--- src/rtl/cache_write_buffer.sv ---
// cache_write_buffer: write-through posting buffer between the cache RAM-side
// port and the backing RAM. Cache writes are queued in a small FIFO and
// drained to RAM one at a time with a mem_we/mem_ack handshake. Cache miss
// reads look up rd_addr in the FIFO so a read never sees data older than a
// posted write.
//
// Ports:
//   clk, rst                 clock, asynchronous active-high reset
//   wr_valid/wr_addr/wr_data cache write post; wr_ready = buffer can accept
//   rd_addr -> rd_hit/rd_data forwarding lookup (combinational, youngest wins)
//   mem_we/mem_addr/mem_data registered RAM write request, held until mem_ack
//   count/empty/full         occupancy status
//
// Optional feature macro: WB_COALESCE_EN
//   Defined: a push matching a buffered non-head entry while draining
//   overwrites that entry's data in place, even when the buffer is full.
//   Undefined: every accepted push allocates a new entry.
module cache_write_buffer #(
    parameter int unsigned WIDTH     = 8,
    parameter int unsigned RAM_DEPTH = 256,
    parameter int unsigned DEPTH     = 4
) (
    input  logic                         clk,
    input  logic                         rst,
    input  logic                         wr_valid,
    input  logic [$clog2(RAM_DEPTH)-1:0] wr_addr,
    input  logic [WIDTH-1:0]             wr_data,
    output logic                         wr_ready,
    input  logic [$clog2(RAM_DEPTH)-1:0] rd_addr,
    output logic                         rd_hit,
    output logic [WIDTH-1:0]             rd_data,
    output logic                         mem_we,
    output logic [$clog2(RAM_DEPTH)-1:0] mem_addr,
    output logic [WIDTH-1:0]             mem_data,
    input  logic                         mem_ack,
    output logic [$clog2(DEPTH):0]       count,
    output logic                         empty,
    output logic                         full
);

    localparam int unsigned AW = $clog2(RAM_DEPTH);
    localparam int unsigned PW = $clog2(DEPTH);
    localparam int unsigned CW = PW + 1;

    typedef enum logic {
        S_IDLE,
        S_WRITE
    } state_t;

    state_t           state;
    logic [AW-1:0]    addr_q [DEPTH];
    logic [WIDTH-1:0] data_q [DEPTH];
    logic [DEPTH-1:0] valid_q;
    logic [PW-1:0]    head;
    logic [PW-1:0]    tail;
    logic [PW-1:0]    head_nxt;
    logic             co_hit;
    logic [PW-1:0]    co_idx;
    logic             push;
    logic             coal;
    logic             pop;

    assign empty    = (count == '0);
    assign full     = (count == CW'(DEPTH));
    assign head_nxt = PW'(head + PW'(1));

    // Forwarding: walk from oldest to youngest so the youngest match wins.
    always_comb begin
        rd_hit  = 1'b0;
        rd_data = '0;
        for (int unsigned i = 0; i < DEPTH; i++) begin
            if (valid_q[PW'(head + PW'(i))] && (addr_q[PW'(head + PW'(i))] == rd_addr)) begin
                rd_hit  = 1'b1;
                rd_data = data_q[PW'(head + PW'(i))];
            end
        end
    end

`ifdef WB_COALESCE_EN
    // Coalesce lookup: only non-head entries, only while the head is draining.
    always_comb begin
        co_hit = 1'b0;
        co_idx = head;
        if (state == S_WRITE) begin
            for (int unsigned i = 1; i < DEPTH; i++) begin
                if (valid_q[PW'(head + PW'(i))] && (addr_q[PW'(head + PW'(i))] == wr_addr)) begin
                    co_hit = 1'b1;
                    co_idx = PW'(head + PW'(i));
                end
            end
        end
    end

    assign wr_ready = !full || co_hit;
`else
    assign co_hit   = 1'b0;
    assign co_idx   = head;
    assign wr_ready = !full;
`endif

    assign push = wr_valid && wr_ready && !co_hit;
    assign coal = wr_valid && co_hit;
    assign pop  = (state == S_WRITE) && mem_ack;

    // FIFO storage, pointers and drain FSM.
    always_ff @(posedge clk or posedge rst) begin
        if (rst) begin
            state    <= S_IDLE;
            head     <= '0;
            tail     <= '0;
            count    <= '0;
            valid_q  <= '0;
            mem_we   <= 1'b0;
            mem_addr <= '0;
            mem_data <= '0;
            for (int unsigned i = 0; i < DEPTH; i++) begin
                addr_q[i] <= '0;
                data_q[i] <= '0;
            end
        end else begin
            if (push) begin
                addr_q[tail]  <= wr_addr;
                data_q[tail]  <= wr_data;
                valid_q[tail] <= 1'b1;
                tail          <= PW'(tail + PW'(1));
            end
            if (coal) begin
                data_q[co_idx] <= wr_data;
            end
            if (pop) begin
                valid_q[head] <= 1'b0;
                head          <= head_nxt;
            end
            count <= CW'(count + CW'(push) - CW'(pop));

            case (state)
                S_IDLE: begin
                    if (!empty) begin
                        mem_we   <= 1'b1;
                        mem_addr <= addr_q[head];
                        mem_data <= data_q[head];
                        state    <= S_WRITE;
                    end
                end
                S_WRITE: begin
                    if (mem_ack) begin
                        if (count > CW'(1)) begin
                            // Next entry already buffered; bypass a same-edge coalesce into it.
                            mem_addr <= addr_q[head_nxt];
                            mem_data <= (coal && (co_idx == head_nxt)) ? wr_data : data_q[head_nxt];
                        end else if (push) begin
                            // Last entry leaves as a new one arrives: it becomes the next head.
                            mem_addr <= wr_addr;
                            mem_data <= wr_data;
                        end else begin
                            mem_we <= 1'b0;
                            state  <= S_IDLE;
                        end
                    end
                end
                default: state <= S_IDLE;
            endcase
        end
    end

endmodule

--- config.mk ---
export PLATFORM = sky130hd
export DESIGN_NAME = cache_write_buffer
export DESIGN_NICKNAME = d
export VERILOG_FILES = /design/src/rtl/cache_write_buffer.sv
export SDC_FILE = /design/constraint.sdc
export NUM_CORES = 1
export LEC_CHECK = 0
export BUFFER_PORTS_ARGS = -buffer_cell sky130_fd_sc_hd__buf_2
export CAP_MARGIN = 20
export CORE_ASPECT_RATIO = 0.6
export CORE_MARGIN = 10
export CORE_UTILIZATION = 40
export DETAILED_ROUTE_END_ITERATION = 10
export SYNTH_ARGS = -nofsm -noshare
export SYNTH_HDL_FRONTEND = slang
export SYNTH_SLANG_ARGS = --single-unit
--- constraint.sdc ---
create_clock -name clk -period 5.8 [get_ports clk]
set_clock_uncertainty 0.2 [all_clocks]
set_input_delay 1.16 -clock clk [delete_from_list [all_inputs] [get_ports clk]]
set_output_delay 1.16 -clock clk [all_outputs]
set_load 0.1 [all_outputs]
==> impl_results.md <==
- Status: completed
- Maximum number of pins on one net before global-route repair: 64
- Fraction of final layout cells with drive strength greater than 1: 38.67%
- Count of state elements after synthesis: 93
- Max Clk Rate: between 0.15 and 0.2 GHz
- GR Layer Usage met2: 21.97%
- Worst skew pair latency: 0.35 ns
- Die width: around 180 um
- Worst r2r path cells: 8
- Via count of the first global-routing pass: 4527
- Aggregate negative setup slack: 0 ns
- Number of nets produced by synthesis: approximately 560
- Number of warnings reported in the yosys synthesis log: 0
- Number of antenna violations at the first check in global routing: 0
- Met3 track demand over resource in global routing: 5.302%
- Count of buffers inserted at the top-level ports: 59
- Multiplexer area fraction after synthesis: 37.80%
- Actual transition at the worst max-transition pin: 1.067 ns
- Peak fanout along the critical path: 52
- Max-slew violations: 0
- Full die area: 0.02160 sq mm
- Final WS setup: 0.4314 ns
- Class of the tightest hold or removal check: flip-flop to flip-flop
- Floorplan core area: around 0.016 sq mm
- Minimum hold slack: approximately 0.28 ns
- Compound-Gate Fraction of Synth Area: 6.578%
- Xor/xnor cell area share of the yosys netlist: under 10%
- Post-layout minimum cycle time: 5.369 ns
- Dominant combinational cell family by area after synthesis: multiplexers
- Post-synthesis async set-or-reset flop share: between 90% and 100%
- Number of distinct standard cells referenced by the synthesized netlist: 41
- Remaining antenna violation count: 0
- Clock tree from TritonCTS: yes
- Relative slew slack: 28.71%
- Synth Instances: ~520
- Clock-pin slew of the registers on the worst-case setup and hold paths: 0.07 ns
- Mapped Avg Cell Area: 12.41 sq um
- Global-route layer with the greatest usage: met1
- Detailed-route vias per instance: 6.005
- Basic-gate share of the synthesized area counting and, or, nand and nor cells: under 10%
- Worst setup path startpoint: co_idx[0]$_DFFE_PP0P_
- Number of buffers added to fix hold violations after cts: 0
- Global-route wire length before repair: 26.70 mm
- Number of top-level pins: 60
- Worst Hold Path Cells: 2
- DRC violation count after routing: 0
- Start point of the worst hold path: mem_data[7]$_DFFE_PP0P_
- Post-synth design cell area: roughly 0.0064 sq mm
- Initial cell density of the core: 41.23%
- Total grt overflow: 0
- Final-stage net count: 592
- Area growth from synthesis to layout: 13.61%
- Drt first pass iters: 5
- Met1 demand-to-capacity share in global routing: 23.01%
- Number of CTS-inserted buffers: 9
- Proportion of synthesized chip area in sequential cells: 36.41%
- Endpoint type of the worst setup path: primary output
- Unrepaired setup endpoints after global routing: false
- Critical path required time: 4.44 ns
- Vertical die dimension: between 100 and 150 um
- Core Rows: 35
- Top cell type's share of synthesized area: 36.41%
- Drt total wl: 17.10 mm
- Max-capacitance violation count: 0
- Kind of critical path: flip-flop to primary output
- H-tree depth: 3
- Synthesized-area fraction occupied by adder cells: 2.662%
- Mean routed wirelength per cell: 22.53 um
- Primary FF master, synth: dfrtp_1
- Arrival time at the worst endpoint: 4.01 ns
- Total number of vias: 4558
- Clock buffer depth: 2
- Hold Violations, Final: 0
- Worst slack at placement: 0.5962 ns
- Biggest area consumer among synthesized cells: dfrtp_1
- Post-synth EDFFs: 0
- Global placer's final weighted congestion: 0.8745
- Worst reg2reg startpoint: co_idx[0]$_DFFE_PP0P_
- Most common library cell in the layout ignoring fill and taps: dfrtp_1
- GRT Resource Usage Total: approximately 16%
- Post-route core utilization: 46.84%
- Final setup violation count: 0
- Number of diodes: 0
- Share of the clock period used by the worst path after layout: 92.56%
- Initial detailed-routing violation count: 352
- Clock Root Buffer: clkbuf_16
- Type of element launching the critical path: flip-flop
- Clock sinks: 93
- Post-DP HPWL: 11.91 mm
- Largest cells by area after synthesis: dfrtp_1 36%, mux4_2 21%, mux2_2 9.9%
- Highest-count cells in the layout ignoring fill and taps: 91 x dfrtp_1, 60 x mux4_2, 56 x mux2_2
==> final timing paths <==
kind / endpoint / slack (ns)
worst min-delay path: mem_data[7]$_DFFE_PP0P_ / 0.28
worst max-delay path: rd_data[3] / 0.43
worst min register to register: mem_data[7]$_DFFE_PP0P_ / 0.28
worst max register to register: mem_addr[5]$_DFFE_PP0P_ / 2.65
min in group asynchronous: mem_data[5]$_DFFE_PP0P_ / 0.58
max in group asynchronous: addr_q[2]$_DFFE_PP0P_ / 3.76
==> through the flow <==
stage	instances	instance area [sq um]
6_report	759	7261
5_1_grt	759	7261
4_1_cts	758	7231
3_5_place_dp	742	6937
3_3_place_gp	742	6937
2_1_floorplan	515	6409
==> critical path, stage by stage, from the launching register on <==
cell	delay [ns]
dfrtp_4	0.61
buf_4	0.73
mux4_2	0.62
xnor2_1	0.24
nand4_1	0.23
nor3_4	0.36
and2b_4	0.25
nand2_1	0.07
a211oi_2	0.31
buf_12	0.22
==> registers in the layout, summed over array words and instances, names as in the netlist <==
signal	flops
mem_data	8
count	3
mem_addr	8
tail	2
addr_q	32
co_idx	2
data_q	32
mem_we	1
state	1
valid_q	4
==> area by class of cell <==
| cell class | count | area, sq um |
|---|---|---|
| Tap cell | 203 | 254.0 |
| Clock buffer | 11 | 232.7 |
| Fill cell | 1382 | 8242 |
| Inverter | 11 | 42.54 |
| Sequential cell | 93 | 2332 |
| Multi-Input combinational cell | 368 | 3807 |
| Timing Repair Buffer | 68 | 530.5 |
| Clock inverter | 5 | 61.31 |
==> synthesized netlist by cell type, types with 2 or more instances <==
cell type / number
a21oi_1: 15
o21ai_1: 9
inv_1: 11
nor3_1: 7
xnor2_1: 40
buf_4: 4
ha_1: 12
mux2_2: 56
a211oi_1: 5
buf_1: 4
mux2i_1: 28
buf_6: 7
buf_2: 11
nor4_1: 5
nand3_1: 3
nand2_1: 52
a211oi_2: 3
o211ai_1: 2
a21o_1: 3
mux2_1: 9
dfrtp_1: 93
or3_1: 3
nand3b_1: 3
mux4_2: 60
nand4_1: 3
o21ai_0: 27
mux4_1: 2
nor2_1: 8
and2_1: 2
clkbuf_1: 17
==> kinds of logic (layout without fill, tap and decap cells) <==
family / Yosys count / after routing
flops: 93 / 93
buf+inv: 54 / 95
xor+xnor: 40 / 40
compound gates: 70 / 70
fa+ha+maj: 13 / 13
mux: 155 / 155
simple gates: 90 / 90
==> per-layer routing <==
| metal | share of wire, % | wire length (um) | up-vias |
|---|---|---|---|
| met2 | 43 | 7279 | 208 |
| met3 | 10 | 1703 | 11 |
| met1 | 47 | 7994 | 2336 |
| met5 | 0 | 0 | - |
| li1 | - | - | 2003 |
| met4 | 0.73 | 124 | 0 |
==> repair_timing <==
action                                  in CTS  in global routing
setup buffers                                0                  0
gates resized for setup                      0                  1
endpoints found under the setup margin       0                  7
hold endpoints to repair                     0                  0
Power is not shown: default switching activity piles up to over one toggle a cycle in this logic, so the estimate is an artifact.
